**src/rtl/arc_pkg.sv**
```systemverilog
// ============================================================================
// Module : arc_pkg
// Brief  : Shared types and constants for the ARC MIPS fetch front end.
// Rev    : 1.0 - initial release
// ============================================================================
`default_nettype none

package arc_pkg;

   typedef enum logic [1:0] {
      ST_BOOT = 2'd0,
      ST_RUN  = 2'd1,
      ST_HALT = 2'd2
   } pc_state_t;

   localparam logic [31:0] DEFAULT_RESET_VEC = 32'hBFC0_0000;
   localparam logic [31:0] DEFAULT_EXC_VEC   = 32'hBFC0_0380;
   localparam logic [31:0] PC_INC            = 32'd4;

endpackage : arc_pkg

`default_nettype wire

```
**src/rtl/ras.sv**
```systemverilog
// ============================================================================
// Module : ras
// Brief  : Circular return-address stack; a push when full drops the oldest.
// Rev    : 1.0 - initial release
// ============================================================================
`default_nettype none

module ras #(
   parameter int AW        = 32,
   parameter int RAS_DEPTH = 4
) (
   input  logic          i_clk,
   input  logic          i_rst,
   input  logic          i_push,
   input  logic          i_pop,
   input  logic [AW-1:0] i_data,
   output logic [AW-1:0] o_top,
   output logic          o_empty,
   output logic          o_full
);

   localparam int               c_pw      = $clog2(RAS_DEPTH);
   localparam logic [c_pw-1:0]  c_ptr_one = 1;
   localparam logic [c_pw:0]    c_cnt_one = 1;
   localparam logic [c_pw:0]    c_cnt_max = (c_pw+1)'(RAS_DEPTH);

   logic [AW-1:0]   r_mem [RAS_DEPTH];
   logic [c_pw-1:0] r_ptr;
   logic [c_pw:0]   r_cnt;
   logic [c_pw-1:0] w_ptr_inc;
   logic [c_pw-1:0] w_ptr_dec;
   logic            w_pop_ok;

   assign w_ptr_inc = r_ptr + c_ptr_one;
   assign w_ptr_dec = r_ptr - c_ptr_one;
   assign w_pop_ok  = i_pop && !o_empty;
   assign o_top     = r_mem[r_ptr];
   assign o_empty   = (r_cnt == '0);
   assign o_full    = (r_cnt == c_cnt_max);

   always_ff @(posedge i_clk or posedge i_rst) begin
      if (i_rst) begin
         r_ptr <= '0;
         r_cnt <= '0;
         for (int i = 0; i < RAS_DEPTH; i++) begin
            r_mem[i] <= '0;
         end
      end else if (i_push && w_pop_ok) begin
         // Return consumes the old top while the call takes its slot.
         r_mem[r_ptr] <= i_data;
      end else if (i_push) begin
         r_mem[w_ptr_inc] <= i_data;
         r_ptr            <= w_ptr_inc;
         if (!o_full) begin
            r_cnt <= r_cnt + c_cnt_one;
         end
      end else if (w_pop_ok) begin
         r_ptr <= w_ptr_dec;
         r_cnt <= r_cnt - c_cnt_one;
      end
   end

endmodule : ras

`default_nettype wire

```
**src/rtl/pc_gen.sv**
```systemverilog
// ============================================================================
// Module : pc_gen
// Brief  : Fetch program-counter generator with stall/redirect/halt control.
//          Optional return-address stack enabled by macro PC_GEN_RAS_EN.
// Rev    : 1.0 - initial release
// ============================================================================
`default_nettype none

module pc_gen
   import arc_pkg::*;
#(
   parameter int          AW        = 32,
   parameter logic [31:0] RESET_VEC = DEFAULT_RESET_VEC,
   parameter logic [31:0] EXC_VEC   = DEFAULT_EXC_VEC,
   parameter int          RAS_DEPTH = 4
) (
   input  logic          i_clk,
   input  logic          i_rst,
   input  logic          i_stall,
   input  logic          i_halt,
   input  logic          i_resume,
   input  logic          i_exc,
   input  logic          i_redir_valid,
   input  logic [AW-1:0] i_redir_pc,
   input  logic          i_call,
   input  logic [AW-1:0] i_call_ra,
   input  logic          i_ret,
   output logic [AW-1:0] o_pc,
   output logic [AW-1:0] o_pc_plus4,
   output logic          o_fetch_valid,
   output logic          o_ras_miss,
   output logic          o_misalign
);

   localparam logic [AW-1:0] c_reset_pc = RESET_VEC[AW-1:0];
   localparam logic [AW-1:0] c_exc_pc   = EXC_VEC[AW-1:0];
   localparam logic [AW-1:0] c_pc_inc   = PC_INC[AW-1:0];

   pc_state_t     r_state;
   pc_state_t     w_state_nxt;
   logic [AW-1:0] r_pc;
   logic [AW-1:0] w_pc_nxt;
   logic [AW-1:0] w_pc_seq;
   logic          r_fetch_valid;
   logic          r_ras_miss;
   logic          r_misalign;
   logic          w_ras_act;
   logic          w_ras_miss_nxt;
   logic          w_misalign_nxt;

   assign w_pc_seq   = r_pc + c_pc_inc;
   assign o_pc       = r_pc;
   assign o_pc_plus4 = w_pc_seq;

   // Stack updates follow the ID stage: frozen by stall unless the front end
   // is being redirected anyway; exceptions never touch the stack.
   assign w_ras_act = !i_exc && (i_redir_valid || (!i_stall && r_state == ST_RUN));

   assign w_misalign_nxt = !i_exc && i_redir_valid && (i_redir_pc[1:0] != 2'b00);

`ifdef PC_GEN_RAS_EN
   logic [AW-1:0] w_ras_top;
   logic          w_ras_empty;
   logic          w_ras_full;
   logic          w_unused_ras;

   ras #(
      .AW        (AW),
      .RAS_DEPTH (RAS_DEPTH)
   ) u_ras (
      .i_clk   (i_clk),
      .i_rst   (i_rst),
      .i_push  (i_call && w_ras_act),
      .i_pop   (i_ret && w_ras_act),
      .i_data  (i_call_ra),
      .o_top   (w_ras_top),
      .o_empty (w_ras_empty),
      .o_full  (w_ras_full)
   );

   assign w_unused_ras   = w_ras_full;
   assign w_ras_miss_nxt = i_ret && w_ras_act && w_ras_empty;
`else
   localparam int c_unused_depth = RAS_DEPTH;
   logic          w_unused_ras;

   assign w_unused_ras   = ^{i_call, i_call_ra, i_ret, w_ras_act};
   assign w_ras_miss_nxt = 1'b0;
`endif

   always_comb begin
      w_state_nxt = r_state;
      case (r_state)
         ST_BOOT: w_state_nxt = ST_RUN;
         ST_RUN: begin
            if (i_halt && !i_exc && !i_redir_valid) begin
               w_state_nxt = ST_HALT;
            end
         end
         ST_HALT: begin
            if (i_resume || i_exc) begin
               w_state_nxt = ST_RUN;
            end
         end
         default: w_state_nxt = ST_BOOT;
      endcase
   end

   always_comb begin
      w_pc_nxt = w_pc_seq;
      if (i_exc) begin
         w_pc_nxt = c_exc_pc;
      end else if (i_redir_valid) begin
         w_pc_nxt = {i_redir_pc[AW-1:2], 2'b00};
      end else if (i_stall || r_state != ST_RUN) begin
         w_pc_nxt = r_pc;
`ifdef PC_GEN_RAS_EN
      end else if (i_ret && !w_ras_empty) begin
         w_pc_nxt = w_ras_top;
`endif
      end else begin
         w_pc_nxt = w_pc_seq;
      end
   end

   always_ff @(posedge i_clk or posedge i_rst) begin
      if (i_rst) begin
         r_state       <= ST_BOOT;
         r_pc          <= c_reset_pc;
         r_fetch_valid <= 1'b0;
         r_ras_miss    <= 1'b0;
         r_misalign    <= 1'b0;
      end else begin
         r_state       <= w_state_nxt;
         r_pc          <= w_pc_nxt;
         r_fetch_valid <= (w_state_nxt == ST_RUN);
         r_ras_miss    <= w_ras_miss_nxt;
         r_misalign    <= w_misalign_nxt;
      end
   end

   assign o_fetch_valid = r_fetch_valid;
   assign o_ras_miss    = r_ras_miss;
   assign o_misalign    = r_misalign;

endmodule : pc_gen

`default_nettype wire

```
**config.mk**
```make
export PLATFORM = sky130hd
export DESIGN_NAME = pc_gen
export DESIGN_NICKNAME = d
export VERILOG_FILES = /design/src/rtl/arc_pkg.sv /design/src/rtl/ras.sv /design/src/rtl/pc_gen.sv
export SDC_FILE = /design/constraint.sdc
export NUM_CORES = 1
export LEC_CHECK = 0
export BUFFER_PORTS_ARGS = -buffer_cell sky130_fd_sc_hd__buf_4
export CAP_MARGIN = 15
export CORE_MARGIN = 3
export CORE_UTILIZATION = 45
export CTS_CLUSTER_SIZE = 10
export DETAILED_ROUTE_END_ITERATION = 6
export GPL_TIMING_DRIVEN = 0
export PLACE_DENSITY = 0.83
export SYNTH_ARGS = -nofsm -noshare
export SYNTH_HDL_FRONTEND = slang
export SYNTH_SLANG_ARGS = --single-unit
```
**constraint.sdc**
```tcl
create_clock -name i_clk -period 3.1 [get_ports i_clk]
set_clock_uncertainty 0.05 [all_clocks]
set_input_delay 0.62 -clock i_clk [delete_from_list [all_inputs] [get_ports i_clk]]
set_output_delay 0.62 -clock i_clk [all_outputs]
set_load 0.02 [all_outputs]
```
==> metrics <==
root buffer cell=clkbuf_8; Fin Hold WS=370 ps; first-pass GRT wire length=13.6 mm; WL final=8.45 mm; GP Congestion=0.931; Clock Latency Late Sink=300 ps; area leader, netlist=dfrtp_1; Tot Pwr=1.34 mW; Final Hold Vio Count=0; top cells by area, synth=dfrtp_1 25%, dfstp_2 9.3%, xnor2_1 8.6%; fin crit share=96.9%; dpl ws=25.8 ps; Starting Density=48.1%; grt total ovfl=0; DP HPWL=6.17 mm; DRT Pass-1 Iters=5; CORE AREA=5270 µm²; fin crit period=3000 ps; FF+latch count, synth=34; largest net degree at the start of global routing=21; Final Core Density=68.3%; via-per-instance ratio=6.00; standard-cell rows=26; CTS Buf Count=5; maximum VDD drop=193 µV; f_max=333 MHz; vias in the first global route=2734; filler instances=467; setup ws final=96.1 ps; status=complete, no violations; drt drc=0; final setup vio count=0; I/O Pins=140; Layout Nets=503; Avg Inst Size Synth=8.05 µm²; top cell type's share of synthesized area=24.7%; Design Area, Final=3600 µm²; Critical Path End Type=primary output; First DRT Iteration DRCs=347; Die Ht=81.1 µm; CTS tree=yes; Post-Place Cells=490; max-slew violations=0; MaxCap Viol Count=0; synth unique cells=46; LEAKAGE=1.54 nW; CTS max path bufs=2; most common cell in the synthesized netlist=nor2_1; Post-Syn Area=2530 µm²; initial antenna violation count=0; Syn Inst Count=315; Area after DPL=3420 µm²; CP arrival=2330 ps; clock slew at reported path FFs=80 ps; Worst Path Required=2430 ps; Post-DRT Antenna Nets=0; Hold Path Class=in2async; H-tree depth=2; CTS Sinks=34; Seq/Total Area, Yosys=34.0%; Syn. warnings=0; die area=6570 µm²; CP Launch Type=flop; Layout Cells excl Fill=500; Layout area overhead=42.0%; Ant. Diodes=0; # port buffers=100; Crit Path Max Fanout=10; Setup Total Neg Slack=0 ps; most used flip-flop cell after synthesis=dfrtp_1; Pwr Density=371 nW/µm²; share of layout cells above drive strength 1=32.6%; Setup CP Type=reg2out; FFs w/ async S/R, synth=100%; Die W=81.1 µm; Post-synth EDFFs=0; GRT Overall Usage=26.5%; DR WL/cell=16.9 µm; most frequent cells after synthesis=40 x nor2_1, 25 x dfrtp_1, 25 x xnor2_1; vias=2998; Worst Max-Slew Pin Slew=1000 ps; Rel. slew slack=33.1%
## area by class of cell
| type | instances | area (µm²) | share of cell area (%) |
|---|---|---|---|
| Buffer | 26 | 131 | 3.65 |
| Sequential cell | 34 | 862 | 24.0 |
| Timing Repair Buffer | 105 | 808 | 22.5 |
| Tap cell | 70 | 87.6 | 2.43 |
| Clock buffer | 7 | 86.3 | 2.40 |
| Inverter | 11 | 41.3 | 1.15 |
| Multi-Input combinational cell | 246 | 1550 | 43.1 |
| Clock inverter | 1 | 30.0 | 0.834 |
## where the power goes
group          internal [mW]  switching [mW]
sequential             0.479          0.0521
clock                  0.262           0.172
combinational          0.164           0.207
## placed cells by master, fill, tap and decap left out, types with 4 or more instances in the layout
master / n
nand4_1: 10
nor2_1: 39
nor3_1: 13
clkbuf_8: 6
inv_1: 10
nor4_1: 9
a211oi_1: 9
xor2_1: 12
a221oi_1: 4
a311oi_1: 6
xnor2_1: 25
conb_1: 5
dfrtp_1: 25
nand2_1: 17
nor3b_1: 6
a21oi_1: 12
buf_4: 110
o21ai_0: 7
clkbuf_1: 13
or3_1: 4
o31ai_1: 4
dfstp_2: 9
or4_1: 7
and4_1: 5
nand3_1: 23
## final timing paths
kind                          startpoint             end  slack (ps)  cells past startpoint
setup / recovery                 o_pc[3]  o_pc_plus4[18]         100                      6
hold / removal                     i_rst         o_pc[2]         370                      2
setup reg to reg              r_state[1]        o_pc[21]         510                      4
hold reg to reg                 o_pc[25]        o_pc[25]         500                      2
max in group asynchronous          i_rst        o_pc[28]        2000                      3
min in group i_clk         i_redir_pc[0]      o_misalign         490                      3
## critical path, stage by stage (launching register included)
cell and delay [ps]:
dfrtp_1 450, ha_1 250, nand3_1 230, clkbuf_1 320, nor4_1 360, xor2_1 240, buf_4 180
## sequential cells by signal, summed over array words and instances (netlist names)
name	count
o_fetch_valid	1
o_misalign	1
o_pc	30
r_state	2
## per-layer routing
layer,global-route usage (%),up-vias,wire length (µm)
met2,43.5,224,4050
met4,8.95,0,168
met5,0,-,0
met3,4.32,24,965
met1,35.3,1381,3270
li1,-,1369,-
## repair_timing
item / 4_1_cts / 5_1_grt
pin swaps: 0 / 3
endpoints found under the hold margin: 0 / 0
setup buffers: 0 / 4
hold buffers: 0 / 0
setup endpoints to repair: 11 / 13
cloned: 0 / 0
gates resized for setup: 6 / 6
## cells by family after synthesis
logic type / Yosys count / synth area share, %
compound gates: 58 / 16.1
xor+xnor: 37 / 12.8
fa+ha+maj: 1 / 0.494
buf+inv: 39 / 6.71
flops: 34 / 34.0
other cells: 1 / 0.148
simple gates: 145 / 29.7
Note: power is estimated with default switching activity, not from simulation.
